$ cat config.mk
export PLATFORM = sky130hd
export DESIGN_NAME = ntt_stage_sched
export DESIGN_NICKNAME = d
export VERILOG_FILES = /design/src/rtl/ntt_stage_sched.sv
export SDC_FILE = /design/constraint.sdc
export NUM_CORES = 1
export LEC_CHECK = 0
export ABC_CLOCK_PERIOD_IN_PS = 2400
export CAP_MARGIN = 0
export CORE_UTILIZATION = 55
export CTS_BUF_LIST = sky130_fd_sc_hd__clkbuf_4 sky130_fd_sc_hd__clkbuf_8
export DETAILED_ROUTE_END_ITERATION = 8
export GPL_ROUTABILITY_DRIVEN = 0
export GPL_TIMING_DRIVEN = 0
export PLACE_DENSITY = 0.83
export RECOVER_POWER = 50
export SYNTH_ARGS = -nofsm -noshare
export SYNTH_HDL_FRONTEND = slang
export SYNTH_SLANG_ARGS = --single-unit
$ cat constraint.sdc
create_clock -name clk -period 2.4 [get_ports clk]
set_input_delay 0.24 -clock clk [delete_from_list [all_inputs] [get_ports clk]]
set_output_delay 0.24 -clock clk [all_outputs]
set_load 0.005 [all_outputs]
$ cat src/rtl/ntt_stage_sched.sv
// -----------------------------------------------------------------------------
// ntt_stage_sched
//
// Stage sequencer for the NWC/NTT address-generation path. A start request
// runs the radix-k1 AGU once per k1 stage (stage index on l_k1), then runs the
// radix-k2 (last-stage) AGU once, then pulses sched_done. Between stages both
// AGU enables are held low for DRAIN_CYCLES+1 cycles. This gap lets each AGU's
// internal counter reset and lets the butterfly pipeline empty.
//
// Optional feature: define NTT_SCHED_TIMEOUT_EN to build a per-RUN-state
// watchdog. If the watchdog expires, the FSM returns to IDLE and sched_err is
// raised and held. Without the macro, sched_err is tied to 0 and the RUN
// states wait indefinitely.
//
// Ports:
//   clk          in   clock
//   rst          in   synchronous reset, active-high
//   start        in   begin a full transform (sampled only in IDLE)
//   abort        in   synchronous abort; returns to IDLE from any state
//   agu_done_k1  in   done pulse from the k1 AGU
//   agu_done_k2  in   done pulse from the k2 AGU
//   agu_en_k1    out  enable to the k1 AGU
//   agu_en_k2    out  enable to the k2 AGU
//   l_k1         out  current k1 stage index (D_WIDTH bits)
//   busy         out  high in every state except IDLE
//   sched_done   out  one-cycle completion pulse
//   sched_err    out  sticky watchdog error
// -----------------------------------------------------------------------------
module ntt_stage_sched #(
    parameter int          D_WIDTH        = 32,
    parameter int unsigned NUM_K1_STAGES  = 3,
    parameter int unsigned DRAIN_CYCLES   = 2,
    parameter int unsigned TIMEOUT_CYCLES = 4096
) (
    input  logic               clk,
    input  logic               rst,
    input  logic               start,
    input  logic               abort,
    input  logic               agu_done_k1,
    input  logic               agu_done_k2,
    output logic               agu_en_k1,
    output logic               agu_en_k2,
    output logic [D_WIDTH-1:0] l_k1,
    output logic               busy,
    output logic               sched_done,
    output logic               sched_err
);

    typedef enum logic [2:0] {
        IDLE,
        K1_RUN,
        K1_DRAIN,
        K2_RUN,
        K2_DRAIN,
        DONE
    } state_t;

    // The drain counter needs at least one bit, even when DRAIN_CYCLES is 0.
    localparam int DRAIN_W = ($clog2(DRAIN_CYCLES + 1) > 0) ? $clog2(DRAIN_CYCLES + 1) : 1;
    localparam logic [DRAIN_W-1:0] DRAIN_LAST = DRAIN_W'(DRAIN_CYCLES);

    // Index of the last k1 stage. It is never used when there are no k1 stages.
    localparam logic [D_WIDTH-1:0] L_LAST =
        (NUM_K1_STAGES > 0) ? D_WIDTH'(NUM_K1_STAGES - 1) : '0;

    state_t               state;
    logic [DRAIN_W-1:0]   drain_cnt;

`ifdef NTT_SCHED_TIMEOUT_EN
    localparam int WDOG_W = ($clog2(TIMEOUT_CYCLES) > 0) ? $clog2(TIMEOUT_CYCLES) : 1;
    localparam logic [WDOG_W-1:0] WDOG_LAST = WDOG_W'(TIMEOUT_CYCLES - 1);

    logic [WDOG_W-1:0] wdog;
    logic              err_q;

    assign sched_err = err_q;
`else
    assign sched_err = 1'b0;
`endif

    // Every output is assigned together with the state it belongs to. As a
    // result, each output is a flop that already reflects the state entered
    // on this edge.
    // NOTE: all state and outputs use non-blocking assignments. Each branch
    // therefore reads the pre-edge values, however the branches are ordered.
    always_ff @(posedge clk) begin
        if (rst) begin
            state      <= IDLE;
            drain_cnt  <= '0;
            agu_en_k1  <= 1'b0;
            agu_en_k2  <= 1'b0;
            l_k1       <= '0;
            busy       <= 1'b0;
            sched_done <= 1'b0;
`ifdef NTT_SCHED_TIMEOUT_EN
            wdog       <= '0;
            err_q      <= 1'b0;
`endif
        end else if (abort) begin
            // Abort outranks every transition, including a start in IDLE.
            state      <= IDLE;
            drain_cnt  <= '0;
            agu_en_k1  <= 1'b0;
            agu_en_k2  <= 1'b0;
            l_k1       <= '0;
            busy       <= 1'b0;
            sched_done <= 1'b0;
        end else begin
            sched_done <= 1'b0;

            case (state)
                IDLE: begin
                    if (start) begin
                        l_k1 <= '0;
                        busy <= 1'b1;
`ifdef NTT_SCHED_TIMEOUT_EN
                        wdog  <= '0;
                        err_q <= 1'b0;
`endif
                        if (NUM_K1_STAGES > 0) begin
                            state     <= K1_RUN;
                            agu_en_k1 <= 1'b1;
                        end else begin
                            state     <= K2_RUN;
                            agu_en_k2 <= 1'b1;
                        end
                    end
                end

                K1_RUN: begin
                    if (agu_done_k1) begin
                        state     <= K1_DRAIN;
                        agu_en_k1 <= 1'b0;
                        drain_cnt <= '0;
                    end
`ifdef NTT_SCHED_TIMEOUT_EN
                    else if (wdog == WDOG_LAST) begin
                        state     <= IDLE;
                        agu_en_k1 <= 1'b0;
                        busy      <= 1'b0;
                        err_q     <= 1'b1;
                    end else begin
                        wdog <= wdog + 1'b1;
                    end
`endif
                end

                K1_DRAIN: begin
                    if (drain_cnt == DRAIN_LAST) begin
`ifdef NTT_SCHED_TIMEOUT_EN
                        wdog <= '0;
`endif
                        if (l_k1 == L_LAST) begin
                            state     <= K2_RUN;
                            agu_en_k2 <= 1'b1;
                        end else begin
                            state     <= K1_RUN;
                            agu_en_k1 <= 1'b1;
                            l_k1      <= l_k1 + 1'b1;
                        end
                    end else begin
                        drain_cnt <= drain_cnt + 1'b1;
                    end
                end

                K2_RUN: begin
                    if (agu_done_k2) begin
                        state     <= K2_DRAIN;
                        agu_en_k2 <= 1'b0;
                        drain_cnt <= '0;
                    end
`ifdef NTT_SCHED_TIMEOUT_EN
                    else if (wdog == WDOG_LAST) begin
                        state     <= IDLE;
                        agu_en_k2 <= 1'b0;
                        busy      <= 1'b0;
                        err_q     <= 1'b1;
                    end else begin
                        wdog <= wdog + 1'b1;
                    end
`endif
                end

                K2_DRAIN: begin
                    if (drain_cnt == DRAIN_LAST) begin
                        state      <= DONE;
                        sched_done <= 1'b1;
                    end else begin
                        drain_cnt <= drain_cnt + 1'b1;
                    end
                end

                DONE: begin
                    // A start seen here is dropped; it is sampled again only
                    // once the FSM is back in IDLE.
                    state <= IDLE;
                    busy  <= 1'b0;
                end

                default: begin
                    state     <= IDLE;
                    agu_en_k1 <= 1'b0;
                    agu_en_k2 <= 1'b0;
                    busy      <= 1'b0;
                end
            endcase
        end
    end

endmodule

# Yosys cells after proc, flatten, opt, wreduce, memory -nomap -nowiden
# Cells that the tools add are included.
# Widths: inputs -> output; s select.
[classes]
add_sub_neg = 2
eq_ne = 15
n_mux = 26
bitwise = 4
n_reduce_logical = 15
[ops]
columns = ["operator", "count"]
rows = [
  ["$mux 32", 3],
  ["$pmux 32 s2", 1],
  ["$add 32x1->32 const B", 1],
  ["$eq 32x2->1 const B", 1],
  ["$ne 2x2->1 const B", 8],
  ["$mux 3", 5],
  ["$pmux 3 s5", 1],
  ["$reduce_and 4->1", 3],
  ["$reduce_and 5->1", 2],
  ["$mux 1", 8],
  ["$mux 2", 4],
  ["$reduce_or 4->1", 2],
  ["$eq 3x2->1 const B", 2],
  ["$eq 3x3->1 const B", 2],
  ["$pmux 2 s3", 1],
  ["$reduce_or 3->1", 2],
  ["$not 1->1", 4],
  ["$pmux 1 s4", 1],
  ["$reduce_or 2->1", 2],
  ["$eq 3x1->1 const B", 1],
  ["$logic_not 3->1", 1],
  ["$pmux 1 s3", 1],
  ["$reduce_bool 3->1", 1],
  ["$add 2x1->2 const B", 1],
  ["other kinds (4)", 4],
]
[word_totals]
reg_bits = 41
out_inout_bits = 37
word_cells = 69

# Longest topological paths before layout
# Gate-level depths: netlist of run 1.
[depth]
depth_word = 4
ltp_mapped = 8
mapped_depth_nobuf = 7

# Least setup slack after synthesis of run 1
# No wires, ideal clock.
[synth_timing]
path_kind = "reg2reg"
startpoint = "reg l_k1[1]"
endpoint = "reg l_k1[3]"
setup_time_ps = 131
arrival_time_ps = 1784
required_ps = 2269
path_slack_ps = 485
path_stages_with_launch = 8
n_path_buf = 1
synth_period_minus_slack_ps = 1915
cell_sequence = "dfxtp_1 > ha_1 > nor4b_1 > nand4_1 > o2111a_1 > buf_2 > a41oi_1 > a31oi_1"
[synth_between]
elab_chain_cells = 4
[synth_lines]
columns = ["item", "line", "text"]
rows = [
  ["from (decl)", "43", "output logic [D_WIDTH-1:0] l_k1,"],
  ["from (signal assigned)", "159", "l_k1 <= l_k1 + 1'b1;"],
  ["$add 32x1->32", "159", ""],
  ["$mux 32", "153", "if (l_k1 == L_LAST) begin"],
  ["$mux 32", "149", "if (drain_cnt == DRAIN_LAST) begin"],
  ["$pmux 32 s2", "111", "case (state)"],
]
# Parallel ways exist; a longest one is shown, timed or not. The select of a mux whose other input is x is not followed.
# A chain may end at the register's enable or synchronous reset.

# Worst setup path in the final report of run 1
[layout_timing]
startpoint = "reg l_k1[0]"
endpoint = "reg l_k1[15]"
# The elaborated chain is that of the path after synthesis.

==> results of run 1 <==
## registers in the layout, indices dropped and copies added, names as in the netlist
name,count
l_k1,32
state,3
drain_cnt,2
agu_en_k1,1
agu_en_k2,1
busy,1
sched_done,1
## worst max-delay path by stage
stage / start / end / slack (ns) / cells past startpoint
final: l_k1[0] / l_k1[15] / 0.14 / 9
after global routing: l_k1[0] / l_k1[22] / 0.02 / 9
after CTS: l_k1[1] / l_k1[30] / 0.02 / 6
after detailed placement: abort / l_k1[27] / -0.14 / 8
after global placement: abort / l_k1[16] / -0.13 / 8
after floorplan: l_k1[1] / l_k1[3] / 0.49 / 7
## cells in the final DEF, fill, tap and decap left out, types with 4 or more instances in the layout
master	netlist	final
a31oi_1	18	18
inv_1	8	8
buf_2	10	10
o211ai_1	4	4
o31ai_1	4	4
clkbuf_1	6	6
nand3_1	15	15
nand2b_1	7	7
dlygate4sd3_1	0	35
or2_1	4	4
dfxtp_1	41	40
o21ai_0	9	9
a21oi_1	21	21
nand2_1	34	34
nor4_1	11	10
a41oi_1	7	7
clkbuf_8	0	6
nand4_1	9	9
nor3_1	6	5
nor2_1	20	20
buf_4	3	4
clkdlybuf4s50_1	0	6
mux2i_1	5	5
and3_1	6	6
## area by class of cell
type	instances	area, um^2
buffer	21	111
timing repair buffer	42	418
inverter	8	30.0
sequential	41	822
multi-input combinational	238	1500
clock buffer	7	90.1
fill	348	1110
tap	50	62.6
## tightest hold or removal path: stages, from the launching register on
cell and delay, ns:
dfxtp_1 0.31, inv_1 0.05, a221oi_1 0.07
## routing by layer
| layer | wire [um] | GRT usage (%) | share of wire (%) | up-vias |
|---|---|---|---|---|
| met1 | 3190 | 42.2 | 44 | 1291 |
| met3 | 643 | 8.39 | 8.9 | 18 |
| met5 | 0 | 0 | 0 | - |
| li1 | - | - | - | 1277 |
| met4 | 165 | 15.1 | 2.3 | 0 |
| met2 | 3220 | 48.7 | 45 | 152 |
## stage by stage
| stage | total power, mW | hold slack [ns] | setup WS [ns] | instance area [um^2] |
|---|---|---|---|---|
| after floorplan | 0.746 | 0.438 | 0.485 | 2450 |
| after global placement | 0.771 | 0.464 | -0.127 | 2920 |
| after detailed placement | 0.772 | 0.463 | -0.141 | 2920 |
| after CTS | 1.24 | 0.474 | 0.0161 | 3020 |
| after global routing | 1.26 | 0.498 | 0.0167 | 3040 |
| final | 1.23 | 0.477 | 0.142 | 3040 |
## repair_timing
item,4_1_cts,5_1_grt
endpoints found under the setup margin,15,9
hold buffers,0,0
pin swaps,1,0
resized for setup,1,5
setup buffers,1,0
## kinds of logic after synthesis
group	after synthesis	share of synthesized area (%)
AND/OR/NAND/NOR	136	30.3
flip-flops	41	33.6
AO/OA/AOI/OAI	91	25.8
XOR/XNOR	1	0.358
multiplexers	6	2.51
buffers and inverters	29	5.73
adder cells (fa/ha/maj)	3	1.53
other	1	0.153
## power groups by stage
stage / Combinational [mW] / Clock, mW / Sequential, mW
6_report: 0.0733 / 0.473 / 0.684
5_1_grt: 0.0791 / 0.499 / 0.685
4_1_cts: 0.0720 / 0.483 / 0.684
3_5_place_dp: 0.0717 / 0 / 0.701
3_3_place_gp: 0.0706 / 0 / 0.700
2_1_floorplan: 0.0452 / 0 / 0.701
==> impl_metrics.tcl, run 1 <==
set metrics [dict create \
    period_needed_ns 2.26 \
    dieArea_um2 4720 \
    layout.cells.non_filler 407 \
    grt_max_degree 12 \
    port_buffers 41 \
    p_sw_mw 0.276 \
    end_kind "register" \
    path_clk_slew_ns 0.07 \
    grt_pass1_vias 2357 \
    max_stage_delay_ns 0.37 \
    ys_ff_latch 41 \
    critPathBufInv 3 \
    cp.required_ns 2.63 \
    outcome "completed" \
    setup_viol 0 \
    internal_power_mw 0.954 \
    synth_most_common_cell "dfxtp_1" \
    layout-drive-gt1-share_pct 10.1 \
    yosysWarnings 0 \
    p_seq_share_pct 55.6 \
    syn-instance-count 308 \
    fin_crit_sh_pct 94.1 \
    r2r-start "l_k1[0]" \
    hold_path_end "agu_en_k1" \
    vias 2738 \
    rows 23 \
    crit_family "simple AND/OR/NAND/NOR gates" \
    die_w_um 68.7 \
    hold_viol 0 \
    clock_skew_ns 0.00253 \
    timing.fmax_mhz 443 \
    ctsRootBufferMaster "clkbuf_8" \
    finalSetupTns_ns 0 \
    totalWireLength_um 7220 \
    syn2layout_area_growth_pct 24.1 \
    syn_nets 317 \
    coreArea_um2 4140 \
    hp-start "agu_en_k1" \
    slowest_stage "dfxtp_1" \
    pin_count 43 \
    yosys-top-cells-count "dfxtp_1 (41), nand2_1 (34), a21oi_1 (21), nor2_1 (20), a31oi_1 (18)" \
    antenna_left 0 \
    antenna_found_initial 0 \
    cts_buffers 5 \
    routed_via_density 6.73 \
    synthTopCellsByArea "dfxtp_1 (34%), nand2_1 (5.2%), a31oi_1 (4.6%)" \
    worstMarginPinSlew_ns 0.732 \
    hpwl_um 4970 \
    antenna_cells 0 \
    synth_area_leader_cell "dfxtp_1" \
    gr-total-overflow 0 \
    initial_core_util_pct 59.0 \
    cts_tree "done" \
    nNetsFinal 366 \
    netlist_area_um2 2450 \
    r2r_setup_slack_ns 0.14 \
    synth_edf_count 0 \
    dp_cells 399 \
    hold_path_class "register to register" \
    p_per_area_nw_per_um2 405 \
    p_comb_share_pct 6.0 \
    crit_fanout 10 \
    cts.sinks 41 \
    avgSynthCellArea_um2 7.94 \
    die_h_um 68.7 \
    synth_top_area_share_pct 33.6 \
    first_pass_iters 5 \
    crit_chain "inv_1, ha_1, nor4b_1, nand4_1, buf_4, o2111ai_2, nand2_2, buf_6, a31oi_1" \
    clock_path_buffers 2 \
    maxCapViolations 0 \
    drtIter0Drc 280 \
    synthArstFlopShare_pct 0 \
    slew_viol_final 0 \
    h-tree-depth 2 \
    clock_latency_ns 0.30 \
    reg2reg_depth 9 \
    drcViolationCount 0 \
    power_frac_clock_pct 38.4 \
    swShare_pct 22.4 \
    grt_usage_pct 32.1 \
    holdPathStages 2 \
    relSlewSlack_pct 50.8 \
    synth_cell_type_count 60 \
    grt_pass1_wl_um 11100 \
    synthFlopType "dfxtp_1" \
    crit_arrival_ns 2.48 \
    regToRegEndpoint "l_k1[15]" \
    p_leak_nw 1.13 \
    worstSetupPathType "register to register" \
    wl_per_cell_um 17.7 \
    rsz0062_at_grt "no" \
    startpoint_type "register" \
    vdd_drop_max_mv 0.351 \
    synth-seq-area-share_pct 33.6 \
    postLayoutCoreUtil_pct 73.3 \
]
No activity file was read; power rests on OpenSTA's default activity.
==> run 2, diff against run 1 <==
- ABC_CLOCK_PERIOD_IN_PS: 2400 -> 1850
- CORE_ASPECT_RATIO: default -> 0.8
- CORE_UTILIZATION: 55 -> 49
- MAX_ROUTING_LAYER: default -> met4
- PLACE_DENSITY: 0.83 -> 0.78
- clock period: 2.4 -> 1.85 ns (I/O delays scaled with it)
==> impl_metrics.tcl, run 2 (synthesis gave the netlist of run 1 again) <==
set metrics [dict create \
    antenna_left 0 \
    hold_viol 0 \
    clock_path_buffers 2 \
    cts.sinks 41 \
    clock_latency_ns 0.31 \
    drtIter0Drc 539 \
    die_h_um 65.2 \
    vias 3246 \
    clock_skew_ns 0.00895 \
    hp-start "rst" \
    grt_usage_pct 31.0 \
    top_regs "l_k1 x32, state x3, drain_cnt x2" \
    cts_tree "done" \
    pin_count 43 \
    worstSetupPathType "register to register" \
    vdd_drop_max_mv 0.536 \
    reg2reg_depth 8 \
    cp.required_ns 2.04 \
    setup_viol 33 \
    hpwl_um 4960 \
    setup_ws_ns -0.232 \
    startpoint_type "register" \
    antenna_found_initial 0 \
    finalPower_mw 1.65 \
    syn2layout_area_growth_pct 60.8 \
    cts_buffers 5 \
    first_pass_iters 5 \
    timing.fmax_mhz 480 \
    gr-total-overflow 0 \
    grt_max_degree 12 \
    layout.cells.non_filler 448 \
    final_cell_mix "buf_4 (35), clkdlybuf4s50_1 (34), nand2_1 (33), dfxtp_1 (21), nor2_1 (17)" \
    layout_commonest_cell "buf_4" \
    violations "setup timing" \
    dieArea_um2 5280 \
    p_per_area_nw_per_um2 420 \
    p_leak_nw 1.38 \
    antenna_cells 0 \
    routed_via_density 7.25 \
    slew_viol_final 0 \
    maxCapViolations 0 \
    initial_core_util_pct 52.3 \
    port_buffers 41 \
    period_needed_ns 2.08 \
    hold_path_end "sched_done" \
    largest-register "l_k1" \
    nNetsFinal 397 \
    crit_arrival_ns 2.27 \
    holdPathStages 4 \
    rsz0062_at_grt "yes" \
    ctsRootBufferMaster "clkbuf_8" \
    die_w_um 81.0 \
    largest_reg_flops 32 \
    crit_fanout 8 \
    layout-drive-gt1-share_pct 36.3 \
    r2r_setup_slack_ns -0.23 \
    grt_pass1_vias 2385 \
    fin_crit_sh_pct 113 \
    rows 22 \
    totalWireLength_um 10500 \
    dp_cells 409 \
    path_clk_slew_ns 0.08 \
    r2r-start "l_k1[7]" \
    grt_pass1_wl_um 12000 \
    drcViolationCount 0 \
    hold_path_class "input port to register" \
    end_kind "register" \
    wl_per_cell_um 23.4 \
    coreArea_um2 4680 \
    h-tree-depth 2 \
    regToRegEndpoint "l_k1[23]" \
    outcome "finished with violations" \
]
[run 2: cell type report]
cell class,count,area [um^2]
buffer,15,143
fill,233,747
inverter,8,32.5
sequential,41,856
tap,60,75.1
multi-input combinational,238,2000
clock buffer,7,90.1
timing repair buffer,79,738
[run 2: stage by stage]
| step | hold slack, ns | worst slack, ns | cell area [um^2] | TNS, ns | utilization [%] |
|---|---|---|---|---|---|
| global placement | 0.467 | -0.679 | 2940 | -15.25 | 62.8 |
| floorplan | 0.383 | 0.0327 | 2450 | 0 | - |
| global route | 0.305 | -0.255 | 3930 | -4.63 | 84.0 |
| detailed placement | 0.466 | -0.660 | 2940 | -15.46 | 62.8 |
| finish | 0.281 | -0.232 | 3930 | -2.92 | 84.0 |
| CTS | 0.480 | -0.0381 | 3370 | -0.107 | 72.1 |
[run 2: routing by layer]
metal  GRT usage, %  share of wire, %  up-vias
met4           12.5               6.1        0
met3           5.00                11       87
li1               -                 -     1339
met1           44.3                40     1474
met2           43.1                43      346
met5              -                 0        -
[run 2: worst max-delay path, stage by stage, from the launching register on]
cell and delay (ns):
dfxtp_2 0.41, nor4_1 0.36, nand4_1 0.16, buf_6 0.17
o2111a_2 0.30, buf_8 0.15, buf_12 0.13, a41oi_2 0.21
a21oi_1 0.07
[run 2: where the power goes]
part,switching [mW],internal [mW],total [mW],leakage [nW]
clock,0.326,0.311,0.637,0.0477
sequential,0.00270,0.880,0.882,0.342
combinational,0.0700,0.0626,0.133,0.992
total,0.398,1.25,1.65,1.38
[run 2: repair_timing]
action	CTS	global route
gates cloned	1	1
setup buffers	14	22
gates resized for setup	60	84
pin swaps	13	27
endpoints found under the setup margin	34	35
hold buffers	0	0
[run 2: how the worst max path moves through the flow]
stage | depth (start not counted) | slack (ns) | end | start
floorplan | 7 | 0.03 | l_k1[3] | l_k1[11]
global placement | 8 | -0.68 | l_k1[16] | abort
detailed placement | 8 | -0.66 | l_k1[27] | abort
CTS | 9 | -0.04 | l_k1[4] | l_k1[0]
global route | 8 | -0.25 | l_k1[23] | l_k1[7]
finish | 8 | -0.23 | l_k1[23] | l_k1[7]
==> run 3, diff against run 2 <==
- MAX_ROUTING_LAYER: met4 -> default
==> impl_metrics.tcl, run 3 (synthesis gave the netlist of run 1 again) <==
set metrics [dict create \
    relSlewSlack_pct 66.1 \
    cp.depth 7 \
    cts_buffers 5 \
    antenna_left 0 \
    seqCellArea_um2 855 \
    pin_count 43 \
    cts.sinks 41 \
    layout.cells.non_filler 446 \
    r2r_setup_slack_ns -0.24 \
    h-tree-depth 2 \
    initial_core_util_pct 52.3 \
    path_clk_slew_ns 0.10 \
    ctsHoldBuffers 0 \
    antenna_found_initial 0 \
    end_kind "register" \
    hold_path_class "input port to register" \
    maxCapViolations 0 \
    reg2reg_depth 7 \
    slew_viol_final 0 \
    cp-endpoint "l_k1[22]" \
    first_pass_iters 6 \
    violations "setup timing" \
    coreArea_um2 4680 \
    antenna_cells 0 \
    final_cell_mix "nand2_1 (33), buf_4 (32), clkdlybuf4s50_1 (32), dfxtp_1 (22), nor2_1 (17)" \
    drcViolationCount 0 \
    timing.fmax_mhz 479 \
    wl_per_cell_um 22.8 \
    hpwl_um 4960 \
    ctsRootBufferMaster "clkbuf_8" \
    rows 22 \
    fill_cells 267 \
    period_needed_ns 2.09 \
    vias 3215 \
    startpoint_type "register" \
    routed_via_density 7.21 \
    p_per_area_nw_per_um2 434 \
    finalPower_mw 1.67 \
    r2r-start "l_k1[3]" \
    clock_skew_ns 0.0152 \
    die_w_um 81.0 \
    clock_latency_ns 0.32 \
    outcome "finished with violations" \
    critPathBufInv 2 \
    cp-startpoint "l_k1[3]" \
    nNetsFinal 395 \
    grt_usage_pct 30.2 \
    hold_viol 0 \
    gr-total-overflow 0 \
    layout_commonest_cell "nand2_1" \
    worstMarginPinSlew_ns 0.504 \
    regToRegEndpoint "l_k1[22]" \
    totalWireLength_um 10200 \
    crit_family "simple AND/OR/NAND/NOR gates" \
    placed_cell_area_um2 2940 \
    post-route-cell-area_um2 3840 \
    setup_ws_ns -0.238 \
    largest-register "l_k1" \
    vdd_drop_max_mv 0.454 \
    fin_crit_sh_pct 113 \
    dieArea_um2 5280 \
    cp_common_cell "buf_6" \
    layout-drive-gt1-share_pct 35.0 \
    crit_chain "nor4_1, nand4_1, buf_6, o2111ai_4, buf_6, a21oi_1, mux2i_1" \
    finalSetupTns_ns -4.09 \
    top_regs "l_k1 x32, state x3, drain_cnt x2" \
    grt_pass1_vias 2392 \
    crit_fanout 8 \
    cp.required_ns 2.07 \
    drtIter0Drc 562 \
    slowest_stage "dfxtp_2" \
    max_stage_delay_ns 0.39 \
    crit_arrival_ns 2.31 \
    worstSetupPathType "register to register" \
    grt_max_degree 12 \
    cts_tree "done" \
    largest_reg_flops 32 \
    syn2layout_area_growth_pct 57.1 \
    die_h_um 65.2 \
    p_leak_nw 1.37 \
    port_buffers 41 \
    multi_input_area_um2 1930 \
    clock_path_buffers 2 \
    dp_cells 409 \
    grt_pass1_wl_um 12000 \
    setup_viol 33 \
    rsz0062_at_grt "yes" \
]
## run 3: area by class of cell
type	instances	share of cell area (%)
buffer	16	3.81
multi-input combinational	238	50.1
clock buffer	7	2.34
inverter	8	0.944
tap	60	1.95
timing repair buffer	76	18.6
sequential	41	22.2
## run 3: worst min-delay path by stage
| stage | startpoint | cells past startpoint | end | slack [ns] |
|---|---|---|---|---|
| final | rst | 4 | sched_done | 0.28 |
| after global routing | abort | 4 | sched_done | 0.29 |
| after CTS | agu_en_k1 | 2 | agu_en_k1 | 0.48 |
| after detailed placement | agu_en_k1 | 2 | agu_en_k1 | 0.47 |
| after global placement | agu_en_k1 | 2 | agu_en_k1 | 0.47 |
| after floorplan | rst | 3 | sched_done | 0.38 |
## run 3: worst reg2reg max path, stage by stage (launching register included)
cell       delay (ns)
dfxtp_2          0.39
nor4_1           0.38
nand4_1          0.19
buf_6            0.18
o2111ai_4        0.34
buf_6            0.20
a21oi_1          0.08
mux2i_1          0.24
## run 3: report_power, final
part	internal (mW)	switching (mW)	leakage, nW
clock network	0.312	0.352	0.0477
logic	0.0568	0.0660	0.984
registers	0.880	0.00254	0.342
total	1.25	0.420	1.37
## run 3: timing repair
action,in CTS,in global routing
pin swaps,13,17
resized for setup,60,76
hold endpoints to repair,0,0
endpoints found under the setup margin,34,35
buffers inserted,14,18
cloned,1,2
## run 3: per-stage QoR
stage / util, % / hold WS [ns] / worst slack, ns
floorplan: - / 0.383 / 0.0327
detailed placement: 62.8 / 0.466 / -0.660
global route: 82.1 / 0.290 / -0.278
CTS: 72.1 / 0.480 / -0.0381
global placement: 62.8 / 0.467 / -0.679
finish: 82.1 / 0.276 / -0.238
## run 3: layer usage
layer | GRT usage [%] | vias up | routed length [um] | part of all wire, %
met1 | 44.2 | 1474 | 3890 | 38
met4 | 12.5 | 0 | 558 | 5.5
met5 | 0 | - | 0 | 0
met3 | 5.28 | 82 | 1350 | 13
met2 | 43.1 | 317 | 4370 | 43
li1 | - | 1342 | - | -
